[config.mk]
export PLATFORM = sky130hd
export DESIGN_NAME = mips_multicycle_ctrl_flat
export DESIGN_NICKNAME = d
export VERILOG_FILES = /design/src/rtl/mips_multicycle_ctrl_if.sv /design/src/rtl/mips_multicycle_ctrl.sv /design/src/flat_wrapper.sv
export SDC_FILE = /design/constraint.sdc
export NUM_CORES = 1
export LEC_CHECK = 0
export ABC_CLOCK_PERIOD_IN_PS = 1300
export CORE_MARGIN = 4
export CORE_UTILIZATION = 34
export CTS_BUF_LIST = sky130_fd_sc_hd__clkbuf_16
export CTS_CLUSTER_DIAMETER = 200
export DETAILED_ROUTE_END_ITERATION = 12
export GPL_TIMING_DRIVEN = 0
export HOLD_SLACK_MARGIN = 0.06
export PLACE_DENSITY = 0.85
export SLEW_MARGIN = 20
export SYNTH_ARGS = -nofsm -noshare
export SYNTH_HDL_FRONTEND = slang
export SYNTH_SLANG_ARGS = --single-unit
[constraint.sdc]
create_clock -name clk -period 1.3 [get_ports clk]
set_clock_uncertainty 0.15 [all_clocks]
set_input_delay 0.13 -clock clk [delete_from_list [all_inputs] [get_ports clk]]
set_output_delay 0.13 -clock clk [all_outputs]
set_load 0.02 [all_outputs]
[src/rtl/mips_multicycle_ctrl_if.sv]
// Control bundle between the multicycle MIPS controller and its datapath.
// The controller side takes the master modport, the datapath the slave modport.
interface mips_multicycle_ctrl_if;
   logic [5:0] opcode;
   logic [5:0] funct;
   logic       zero;
   logic       mem_ready;
   logic       MemWrite;
   logic       IRWrite;
   logic       PCEn;
   logic       IorD;
   logic       RegDst;
   logic       MemtoReg;
   logic       RegWrite;
   logic       ALUSrcA;
   logic [1:0] ALUSrcB;
   logic [1:0] PCSrc;
   logic [2:0] ALUControl;
   logic [3:0] state;
   logic       retire;

   modport master (
      input  opcode, funct, zero, mem_ready,
      output MemWrite, IRWrite, PCEn, IorD,
      output RegDst, MemtoReg, RegWrite, ALUSrcA,
      output ALUSrcB, PCSrc, ALUControl,
      output state, retire
   );

   modport slave (
      output opcode, funct, zero, mem_ready,
      input  MemWrite, IRWrite, PCEn, IorD,
      input  RegDst, MemtoReg, RegWrite, ALUSrcA,
      input  ALUSrcB, PCSrc, ALUControl,
      input  state, retire
   );
endinterface

[src/rtl/mips_multicycle_ctrl.sv]
// Moore sequencer for the shared-memory multicycle MIPS datapath.
// Define BNE_EN to add the bne instruction (state 12).
module mips_multicycle_ctrl (
   input logic                   clk,
   input logic                   reset,
   mips_multicycle_ctrl_if.master bus
);

   typedef enum logic [3:0] {
      FETCH   = 4'd0,
      DECODE  = 4'd1,
      MEMADR  = 4'd2,
      MEMRD   = 4'd3,
      MEMWB   = 4'd4,
      MEMWR   = 4'd5,
      EXECUTE = 4'd6,
      ALUWB   = 4'd7,
      BEQ     = 4'd8,
      ADDIEX  = 4'd9,
      ADDIWB  = 4'd10,
      JUMP    = 4'd11,
      BNE     = 4'd12
   } state_t;

   localparam logic [5:0] OP_LW   = 6'b100011;
   localparam logic [5:0] OP_SW   = 6'b101011;
   localparam logic [5:0] OP_R    = 6'b000000;
   localparam logic [5:0] OP_BEQ  = 6'b000100;
   localparam logic [5:0] OP_ADDI = 6'b001000;
   localparam logic [5:0] OP_J    = 6'b000010;

   state_t st;
   logic   is_sw;

   logic op_lw, op_sw, op_r, op_beq, op_addi, op_j;

   assign op_lw   = (bus.opcode == OP_LW);
   assign op_sw   = (bus.opcode == OP_SW);
   assign op_r    = (bus.opcode == OP_R);
   assign op_beq  = (bus.opcode == OP_BEQ);
   assign op_addi = (bus.opcode == OP_ADDI);
   assign op_j    = (bus.opcode == OP_J);

`ifdef BNE_EN
   localparam logic [5:0] OP_BNE = 6'b000101;
   logic op_bne;
   assign op_bne = (bus.opcode == OP_BNE);
`endif

   function automatic logic [2:0] alu_dec(input logic [5:0] f);
      unique case (f)
         6'b100000: alu_dec = 3'b010;
         6'b100010: alu_dec = 3'b110;
         6'b100100: alu_dec = 3'b000;
         6'b100101: alu_dec = 3'b001;
         6'b101010: alu_dec = 3'b111;
         default:   alu_dec = 3'b010;
      endcase
   endfunction

   // lw/sw choice is latched in DECODE so MEMADR never looks at opcode
   always_ff @(posedge clk or negedge reset) begin
      if (!reset) begin
         st    <= FETCH;
         is_sw <= 1'b0;
      end else begin
         unique case (st)
            FETCH: begin
               if (bus.mem_ready) st <= DECODE;
            end
            DECODE: begin
               is_sw <= op_sw;
               unique case (1'b1)
                  op_lw, op_sw: st <= MEMADR;
                  op_r:         st <= EXECUTE;
                  op_beq:       st <= BEQ;
                  op_addi:      st <= ADDIEX;
                  op_j:         st <= JUMP;
`ifdef BNE_EN
                  op_bne:       st <= BNE;
`endif
                  default:      st <= FETCH;
               endcase
            end
            MEMADR:  st <= is_sw ? MEMWR : MEMRD;
            MEMRD: begin
               if (bus.mem_ready) st <= MEMWB;
            end
            MEMWR: begin
               if (bus.mem_ready) st <= FETCH;
            end
            EXECUTE: st <= ALUWB;
            ADDIEX:  st <= ADDIWB;
            default: st <= FETCH;
         endcase
      end
   end

   logic       mw, irw, pcen, iord;
   logic       rdst, m2r, rw, asa;
   logic [1:0] asb, pcs;
   logic [2:0] aluc;
   logic       ret;

   always_comb begin
      mw   = 1'b0;
      irw  = 1'b0;
      pcen = 1'b0;
      iord = 1'b0;
      rdst = 1'b0;
      m2r  = 1'b0;
      rw   = 1'b0;
      asa  = 1'b0;
      asb  = 2'b00;
      pcs  = 2'b00;
      aluc = 3'b000;
      ret  = 1'b0;
      unique case (st)
         FETCH: begin
            asb  = 2'b01;
            aluc = 3'b010;
            // strobes stay quiet while reset holds the FSM
            irw  = bus.mem_ready & reset;
            pcen = bus.mem_ready & reset;
         end
         DECODE: begin
            asb  = 2'b11;
            aluc = 3'b010;
         end
         MEMADR: begin
            asa  = 1'b1;
            asb  = 2'b10;
            aluc = 3'b010;
         end
         MEMRD: begin
            iord = 1'b1;
         end
         MEMWB: begin
            m2r = 1'b1;
            rw  = 1'b1;
            ret = 1'b1;
         end
         MEMWR: begin
            iord = 1'b1;
            mw   = 1'b1;
            ret  = bus.mem_ready;
         end
         EXECUTE: begin
            asa  = 1'b1;
            aluc = alu_dec(bus.funct);
         end
         ALUWB: begin
            rdst = 1'b1;
            rw   = 1'b1;
            ret  = 1'b1;
         end
         BEQ: begin
            asa  = 1'b1;
            aluc = 3'b110;
            pcs  = 2'b01;
            pcen = bus.zero;
            ret  = 1'b1;
         end
         ADDIEX: begin
            asa  = 1'b1;
            asb  = 2'b10;
            aluc = 3'b010;
         end
         ADDIWB: begin
            rw  = 1'b1;
            ret = 1'b1;
         end
         JUMP: begin
            pcs  = 2'b10;
            pcen = 1'b1;
            ret  = 1'b1;
         end
`ifdef BNE_EN
         BNE: begin
            asa  = 1'b1;
            aluc = 3'b110;
            pcs  = 2'b01;
            pcen = ~bus.zero;
            ret  = 1'b1;
         end
`endif
         default: begin
            ret = 1'b0;
         end
      endcase
   end

   assign bus.MemWrite   = mw;
   assign bus.IRWrite    = irw;
   assign bus.PCEn       = pcen;
   assign bus.IorD       = iord;
   assign bus.RegDst     = rdst;
   assign bus.MemtoReg   = m2r;
   assign bus.RegWrite   = rw;
   assign bus.ALUSrcA    = asa;
   assign bus.ALUSrcB    = asb;
   assign bus.PCSrc      = pcs;
   assign bus.ALUControl = aluc;
   assign bus.state      = st;
   assign bus.retire     = ret;

endmodule

[src/flat_wrapper.sv]
// flat-port wrapper written by rule: the top's interface ports become plain ports
module mips_multicycle_ctrl_flat 
  (clk, reset, bus_opcode, bus_funct, bus_zero, bus_mem_ready, bus_MemWrite, bus_IRWrite, bus_PCEn, bus_IorD, bus_RegDst, bus_MemtoReg, bus_RegWrite, bus_ALUSrcA, bus_ALUSrcB, bus_PCSrc, bus_ALUControl, bus_state, bus_retire);
  mips_multicycle_ctrl_if bus_i ();
  input logic clk;
  input logic reset;
  input wire logic [$bits(bus_i.opcode)-1:0] bus_opcode;
  input wire logic [$bits(bus_i.funct)-1:0] bus_funct;
  input wire logic [$bits(bus_i.zero)-1:0] bus_zero;
  input wire logic [$bits(bus_i.mem_ready)-1:0] bus_mem_ready;
  output wire logic [$bits(bus_i.MemWrite)-1:0] bus_MemWrite;
  output wire logic [$bits(bus_i.IRWrite)-1:0] bus_IRWrite;
  output wire logic [$bits(bus_i.PCEn)-1:0] bus_PCEn;
  output wire logic [$bits(bus_i.IorD)-1:0] bus_IorD;
  output wire logic [$bits(bus_i.RegDst)-1:0] bus_RegDst;
  output wire logic [$bits(bus_i.MemtoReg)-1:0] bus_MemtoReg;
  output wire logic [$bits(bus_i.RegWrite)-1:0] bus_RegWrite;
  output wire logic [$bits(bus_i.ALUSrcA)-1:0] bus_ALUSrcA;
  output wire logic [$bits(bus_i.ALUSrcB)-1:0] bus_ALUSrcB;
  output wire logic [$bits(bus_i.PCSrc)-1:0] bus_PCSrc;
  output wire logic [$bits(bus_i.ALUControl)-1:0] bus_ALUControl;
  output wire logic [$bits(bus_i.state)-1:0] bus_state;
  output wire logic [$bits(bus_i.retire)-1:0] bus_retire;
  assign bus_i.opcode = bus_opcode;
  assign bus_i.funct = bus_funct;
  assign bus_i.zero = bus_zero;
  assign bus_i.mem_ready = bus_mem_ready;
  assign bus_MemWrite = bus_i.MemWrite;
  assign bus_IRWrite = bus_i.IRWrite;
  assign bus_PCEn = bus_i.PCEn;
  assign bus_IorD = bus_i.IorD;
  assign bus_RegDst = bus_i.RegDst;
  assign bus_MemtoReg = bus_i.MemtoReg;
  assign bus_RegWrite = bus_i.RegWrite;
  assign bus_ALUSrcA = bus_i.ALUSrcA;
  assign bus_ALUSrcB = bus_i.ALUSrcB;
  assign bus_PCSrc = bus_i.PCSrc;
  assign bus_ALUControl = bus_i.ALUControl;
  assign bus_state = bus_i.state;
  assign bus_retire = bus_i.retire;
  mips_multicycle_ctrl u_core (.clk(clk), .reset(reset), .bus(bus_i));
endmodule
==> results of run 1 <==
==> cells by family (layout without fill, tap and decap cells) <==
family                 after synthesis  count (layout)
AND/OR/NAND/NOR                     44              44
AO/OA/AOI/OAI                       23              23
buffers and inverters                8              72
flip-flops                           5               5
XOR/XNOR                             3               3
==> state kept, by name, indices dropped and copies added (netlist names) <==
name              cells
u_core.bus.state      4
u_core.is_sw          1
==> through the flow <==
stage          instances  hold WS [ps]
6_report             172           483
5_1_grt              172           532
4_1_cts              164           407
3_5_place_dp         143           224
3_3_place_gp         143           215
2_1_floorplan         83          -316
==> power by group <==
group / switching, uW / leakage, uW / internal [uW]
clock network: 116 / 0.0000423 / 400
registers: 109 / 0.0000612 / 197
logic: 1020 / 0.000587 / 1100
==> worst min-delay path, cell delays in order <==
cell and delay, ps:
clkdlybuf4s50_1 470, nand4_1 130, o22ai_1 90
==> worst paths after layout <==
| kind | end | slack (ps) | cells after the start |
|---|---|---|---|
| setup reg to reg | u_core.bus.state[1] | -440 | 8 |
| hold reg to reg | u_core.is_sw | 500 | 2 |
| hold / removal | u_core.is_sw | 480 | 3 |
| setup / recovery | bus_ALUControl[1] | -570 | 4 |
| min in group asynchronous | u_core.bus.state[3] | 610 | 2 |
| max in group asynchronous | u_core.bus.state[1] | 150 | 2 |
==> per-layer routing <==
metal  GRT usage, %  up-vias  share of wire (%)
met5              0        -                  0
met4           5.68        0                3.0
met3           6.88       15                7.2
met2           47.7       60                 50
met1           22.7      497                 39
li1               -      439                  -
==> final cells by class <==
| class | instances | area, um^2 |
|---|---|---|
| multi-input cells | 70 | 718 |
| repair buffers | 62 | 619 |
| fillers | 61 | 144 |
| flip-flops and latches | 5 | 130 |
| clock buffers | 3 | 75.1 |
| plain buffers | 3 | 50.0 |
| well taps | 25 | 31.3 |
| inverters | 3 | 11.3 |
| clock inverters | 1 | 3.75 |
==> what timing repair did <==
action	4_1_cts	5_1_grt
buffers inserted	16	10
gates resized for setup	132	28
pin swaps	14	12
hold buffers	1	0
hold endpoints to repair	5	0
setup endpoints to repair	25	23
==> placed cells by master (no fill, tap or decap), drive strengths merged, types with 2 or more instances in the layout <==
cell	instances
nand2b	5
nor3b	5
xor2	2
clkdlybuf4s50	15
and3	3
nor2	7
a211o	2
nand2	4
a21oi	4
o211ai	3
clkbuf	3
nor2b	5
o21ai	5
inv	4
dfrtp	5
nor3	4
o22ai	2
nor4b	2
buf	48
nand3	3
==> flow_metrics.py, run 1 <==
metrics = {
    "sta": {
        "period_needed_ps": 1870,
        "hold_violations": 0,
        "min_period_over_period_pct": 144,
        "fmax_ghz": 0.534,
        "setup_ws_ps": -573,
        "rsz0062_at_grt": "yes",
        "maxSlewViolCount": 0,
        "maxSlewHeadroom_pct": 76.3,
        "fin_setup_tns_ps": -8290,
        "worst_pin_slew_ps": 354,
        "setup_viol": 23,
    },
    "logic_synthesis": {
        "ys_top_cells_by_area": "dfrtp_1 19%, nand2b_1 4.8%, nor2b_1 4.8%",
        "yosys_most_used_dff": "dfrtp_1",
        "synth_fa_ha_area_share_pct": 0,
        "synth_warnings": 0,
        "syn-instance-count": 83,
        "synth.most_common_cell": "nor2_1",
        "ys_top_cells_by_count": "7 x nor2_1, 5 x dfrtp_1, 5 x nand2b_1, 5 x nor2b_1",
        "synth_area_um2": 654,
        "synth_edf_count": 0,
        "yosys.area_share.simple_pct": 43.8,
        "synth_top_area_share_pct": 19.1,
        "synth_compound_area_share_pct": 24.9,
        "synth-async-reset-ratio_pct": 100,
        "ys_seq_elements": 5,
        "synthMuxAreaShare_pct": 0,
        "synth_top_family_by_area": "simple AND/OR/NAND/NOR gates",
        "avgSynthCellArea_um2": 7.88,
        "synthXorXnorAreaFrac_pct": 4.02,
        "synth_nets": 99,
        "synth.distinct_cells": 40,
        "synth_top_area_cell": "dfrtp_1",
        "seq_area_frac_synth_pct": 19.1,
    },
    "clock_network": {
        "clockBufferDepth": 2,
        "clockRootBuffer": "clkbuf_16",
        "cts_buffers": 3,
        "clk_latency_ps": 230,
        "tritoncts": "yes",
        "htree_levels": 1,
        "clk_pin_slew_ps": 40,
        "cts.sinks": 5,
    },
    "worst_setup_path": {
        "critPathCaptureType": "output pin",
        "critPathArrivalTime_ps": 1590,
        "timing.rr.start": "u_core.bus.state[1]",
        "cp-start-kind": "flip-flop",
        "path_buf_inv": 1,
        "setup.worst_path.start": "u_core.bus.state[2]",
        "slowest_delay_ps": 480,
        "critPathKind": "reg -> out",
        "cp.required_ps": 1020,
        "worstPathMaxFanout": 7,
        "path_cells": "and2b_2, a41o_1, a211o_1, buf_6",
        "cpLargestDelayFamily": "flip-flops",
        "slowest_stage": "dfrtp_2",
    },
    "global_routing": {
        "grt_antenna_before_repair": 0,
        "grt_pass1_wl_mm": 4.71,
        "overflow": 0,
        "grt_max_degree": 11,
        "grt_pass1_vias": 994,
        "grt_use_total_pct": 23.7,
    },
    "power_and_ir_drop": {
        "power_density_nw_per_um2": 1790,
        "leakagePower_uw": 0.000690,
        "vdd_drop_max_v": 0.00151,
        "fin_total_pwr_uw": 2940,
    },
    "floorplan": {
        "die_w_um": 51.9,
        "rows": 15,
        "core_um2": 1780,
        "start_util_pct": 36.7,
        "pin_count": 36,
        "die_h_um": 51.9,
        "dieArea_um2": 2690,
    },
    "routing": {
        "wirelength_mm": 3.84,
        "first_pass_iters": 4,
        "routedWlPerCell_um": 22.3,
        "drc": 0,
        "vias_per_cell": 5.88,
        "vias": 1011,
        "first_iter_violations": 21,
        "antenna_left": 0,
    },
    "worst_hold_path": {
        "hold_class": "in -> reg",
        "min_from": "bus_opcode[5]",
    },
    "cells_and_area": {
        "syn_to_final_growth_pct": 150,
        "drive_above_1_share_pct": 62.6,
        "final_nets": 164,
        "finish.instance_area_um2": 1640,
        "antennaDiodeCount": 0,
        "fin_util_pct": 91.9,
    },
    "placed_design": {
        "io_buffers": 35,
        "pre_cts_ws_ps": -795,
        "dp.final_hpwl_mm": 1.64,
        "gp_congestion": 0.756,
        "placed_cell_area_um2": 1170,
    },
    "run": {
        "cap_violations": 0,
    },
    "outcome": {
        "status": "finished, violations left",
        "violations": "setup timing",
    },
}
No activity file was read; power rests on OpenSTA's default activity.
==> inputs of run 2 (changes only) <==
--- a/config.mk
+++ b/config.mk
@@ -11,9 +11,12 @@
 export CTS_BUF_LIST = sky130_fd_sc_hd__clkbuf_16
 export CTS_CLUSTER_DIAMETER = 200
 export DETAILED_ROUTE_END_ITERATION = 12
+export GPL_ROUTABILITY_DRIVEN = 1
 export GPL_TIMING_DRIVEN = 0
 export HOLD_SLACK_MARGIN = 0.06
 export PLACE_DENSITY = 0.85
+export SKIP_CTS_REPAIR_TIMING = 1
+export SKIP_LAST_GASP = 1
 export SLEW_MARGIN = 20
 export SYNTH_ARGS = -nofsm -noshare
 export SYNTH_HDL_FRONTEND = slang
==> run 2 against run 1 <==
The run still ends with setup timing left. Critical path depth is 1 higher. Total power fell by 0.64%. Final cell count grew 1.7%. Cell area hardly changed. Setup slack got worse by 33 ps. Clock power down 1%. Sequential power down 14%. Critical path type unchanged. Critical endpoint is now bus_PCEn. Largest cell class is now non-clock buffers.
==> flow_metrics.py, run 2 (synthesis results as in run 1) <==
metrics = {
    "outcome": {
        "status": "finished, violations left",
        "violations": "setup timing",
    },
    "sta": {
        "maxSlewHeadroom_pct": 71.9,
        "maxSlewViolCount": 0,
        "fin_setup_tns_ps": -8140,
        "rsz0062_at_grt": "yes",
        "hold_violations": 0,
        "min_period_over_period_pct": 147,
        "period_needed_ps": 1910,
        "setup_ws_ps": -607,
        "fmax_ghz": 0.524,
        "worst_pin_slew_ps": 421,
        "setup_viol": 22,
    },
    "clock_network": {
        "cts_buffers": 3,
        "clk_pin_slew_ps": 40,
        "cts.sinks": 5,
        "clk_latency_ps": 230,
        "htree_levels": 1,
        "clockBufferDepth": 2,
        "clockRootBuffer": "clkbuf_16",
        "tritoncts": "yes",
    },
    "cells_and_area": {
        "final_nets": 167,
        "largest_register_ff_count": 4,
        "final_cell_mix": "25 x buf_4, 15 x clkdlybuf4s50_1, 14 x buf_6, 5 x clkbuf_16",
        "final_common_cell": "buf_4",
        "drive_above_1_share_pct": 62.0,
        "syn_to_final_growth_pct": 150,
        "fin_util_pct": 91.9,
        "antennaDiodeCount": 0,
    },
    "routing": {
        "first_pass_iters": 4,
        "dr_wl_met3_um": 235,
        "routedWlPerCell_um": 21.4,
        "drc": 0,
        "dr_wl_met2_mm": 1.84,
        "wirelength_mm": 3.74,
        "vias": 1029,
        "routed.top_layer": "met4",
        "vias_per_cell": 5.88,
        "antenna_left": 0,
        "wl_met1_mm": 1.52,
        "first_iter_violations": 23,
    },
    "worst_hold_path": {
        "hold_class": "reg -> reg",
        "hold_depth": 2,
        "holdPathEnd": "u_core.is_sw",
        "min_from": "u_core.is_sw",
    },
    "floorplan": {
        "die_h_um": 51.9,
        "dieArea_um2": 2690,
        "start_util_pct": 36.7,
        "core_um2": 1780,
        "pin_count": 36,
        "rows": 15,
        "die_w_um": 51.9,
    },
    "worst_setup_path": {
        "reg2reg_depth": 7,
        "r2r-end": "u_core.bus.state[0]",
        "critPathKind": "reg -> out",
        "slowest_stage": "dfrtp_2",
        "cp-start-kind": "flip-flop",
        "slowest_delay_ps": 460,
        "worstPathMaxFanout": 6,
        "timing.rr.start": "u_core.bus.state[1]",
        "r2r_slack_ps": -490,
        "path_cells": "buf_8, nor4_4, and3_4, a211o_1, buf_4",
        "critPathCaptureType": "output pin",
        "critPathArrivalTime_ps": 1630,
        "cp.required_ps": 1020,
    },
    "global_routing": {
        "overflow": 0,
        "grt_max_degree": 11,
        "grt_use_total_pct": 16.3,
        "grt_pass1_wl_mm": 3.32,
        "grt_antenna_before_repair": 0,
        "grt_pass1_vias": 790,
    },
    "power_and_ir_drop": {
        "leakagePower_uw": 0.000725,
        "vdd_drop_max_v": 0.00165,
        "power_density_nw_per_um2": 1780,
    },
    "placed_design": {
        "io_buffers": 35,
        "pre_cts_ws_ps": -795,
        "gp_congestion": 0.756,
        "dp.final_hpwl_mm": 1.64,
    },
    "run": {
        "cap_violations": 0,
    },
}
## run 2: changes by cell type in the layout (fill, tap and decap cells not counted), sizes merged
cell | before | now
dlymetal6s2s | 0 | 2
dlygate4sd2 | 1 | 0
clkbuf | 3 | 7
buf | 48 | 46
## run 2: final cells by class
cell class / instances / area (um^2)
multi-input cells: 70 / 686
repair buffers: 63 / 616
fillers: 58 / 145
flip-flops and latches: 5 / 130
plain buffers: 5 / 85.1
clock buffers: 3 / 75.1
well taps: 25 / 31.3
inverters: 3 / 11.3
clock inverters: 1 / 3.75
## run 2: where the power goes
group,switching (uW),internal (uW),total (uW)
Clock,111,399,510
Sequential,66.6,198,264
Combinational,1030,1120,2150
Total,1200,1720,2920
## run 2: how the worst max path moves through the flow
| stage | slack [ps] | endpoint | start |
|---|---|---|---|
| floorplan | -530 | bus_ALUControl[1] | u_core.bus.state[1] |
| global placement | -780 | bus_ALUControl[1] | bus_funct[1] |
| detailed placement | -800 | bus_ALUControl[1] | bus_funct[5] |
| CTS | -1000 | bus_ALUControl[1] | u_core.bus.state[3] |
| global route | -610 | bus_PCEn | u_core.bus.state[3] |
| finish | -610 | bus_PCEn | u_core.bus.state[3] |
## run 2: stage by stage
step	cells	power, uW	hold WS [ps]	area [um^2]
2_1_floorplan	83	1120	-316	787
3_3_place_gp	143	1530	215	1170
3_5_place_dp	143	1560	224	1170
4_1_cts	147	2060	-11.6	1250
5_1_grt	175	3030	482	1640
6_report	175	2920	467	1640
## run 2: critical path, delay by kind of cell, from the launching register on
kind / cells / cell delay [ps]
buffers and inverters: 2 / 310
AOI/OAI and AO/OA: 1 / 130
DFF: 1 / 460
and+or+nand+nor: 2 / 490
## run 2: routing by layer
layer / vias up / GRT usage, %
met5: - / 0
met1: 510 / 17.8
met4: 0 / 5.68
met3: 12 / 6.30
li1: 447 / -
met2: 60 / 28.2
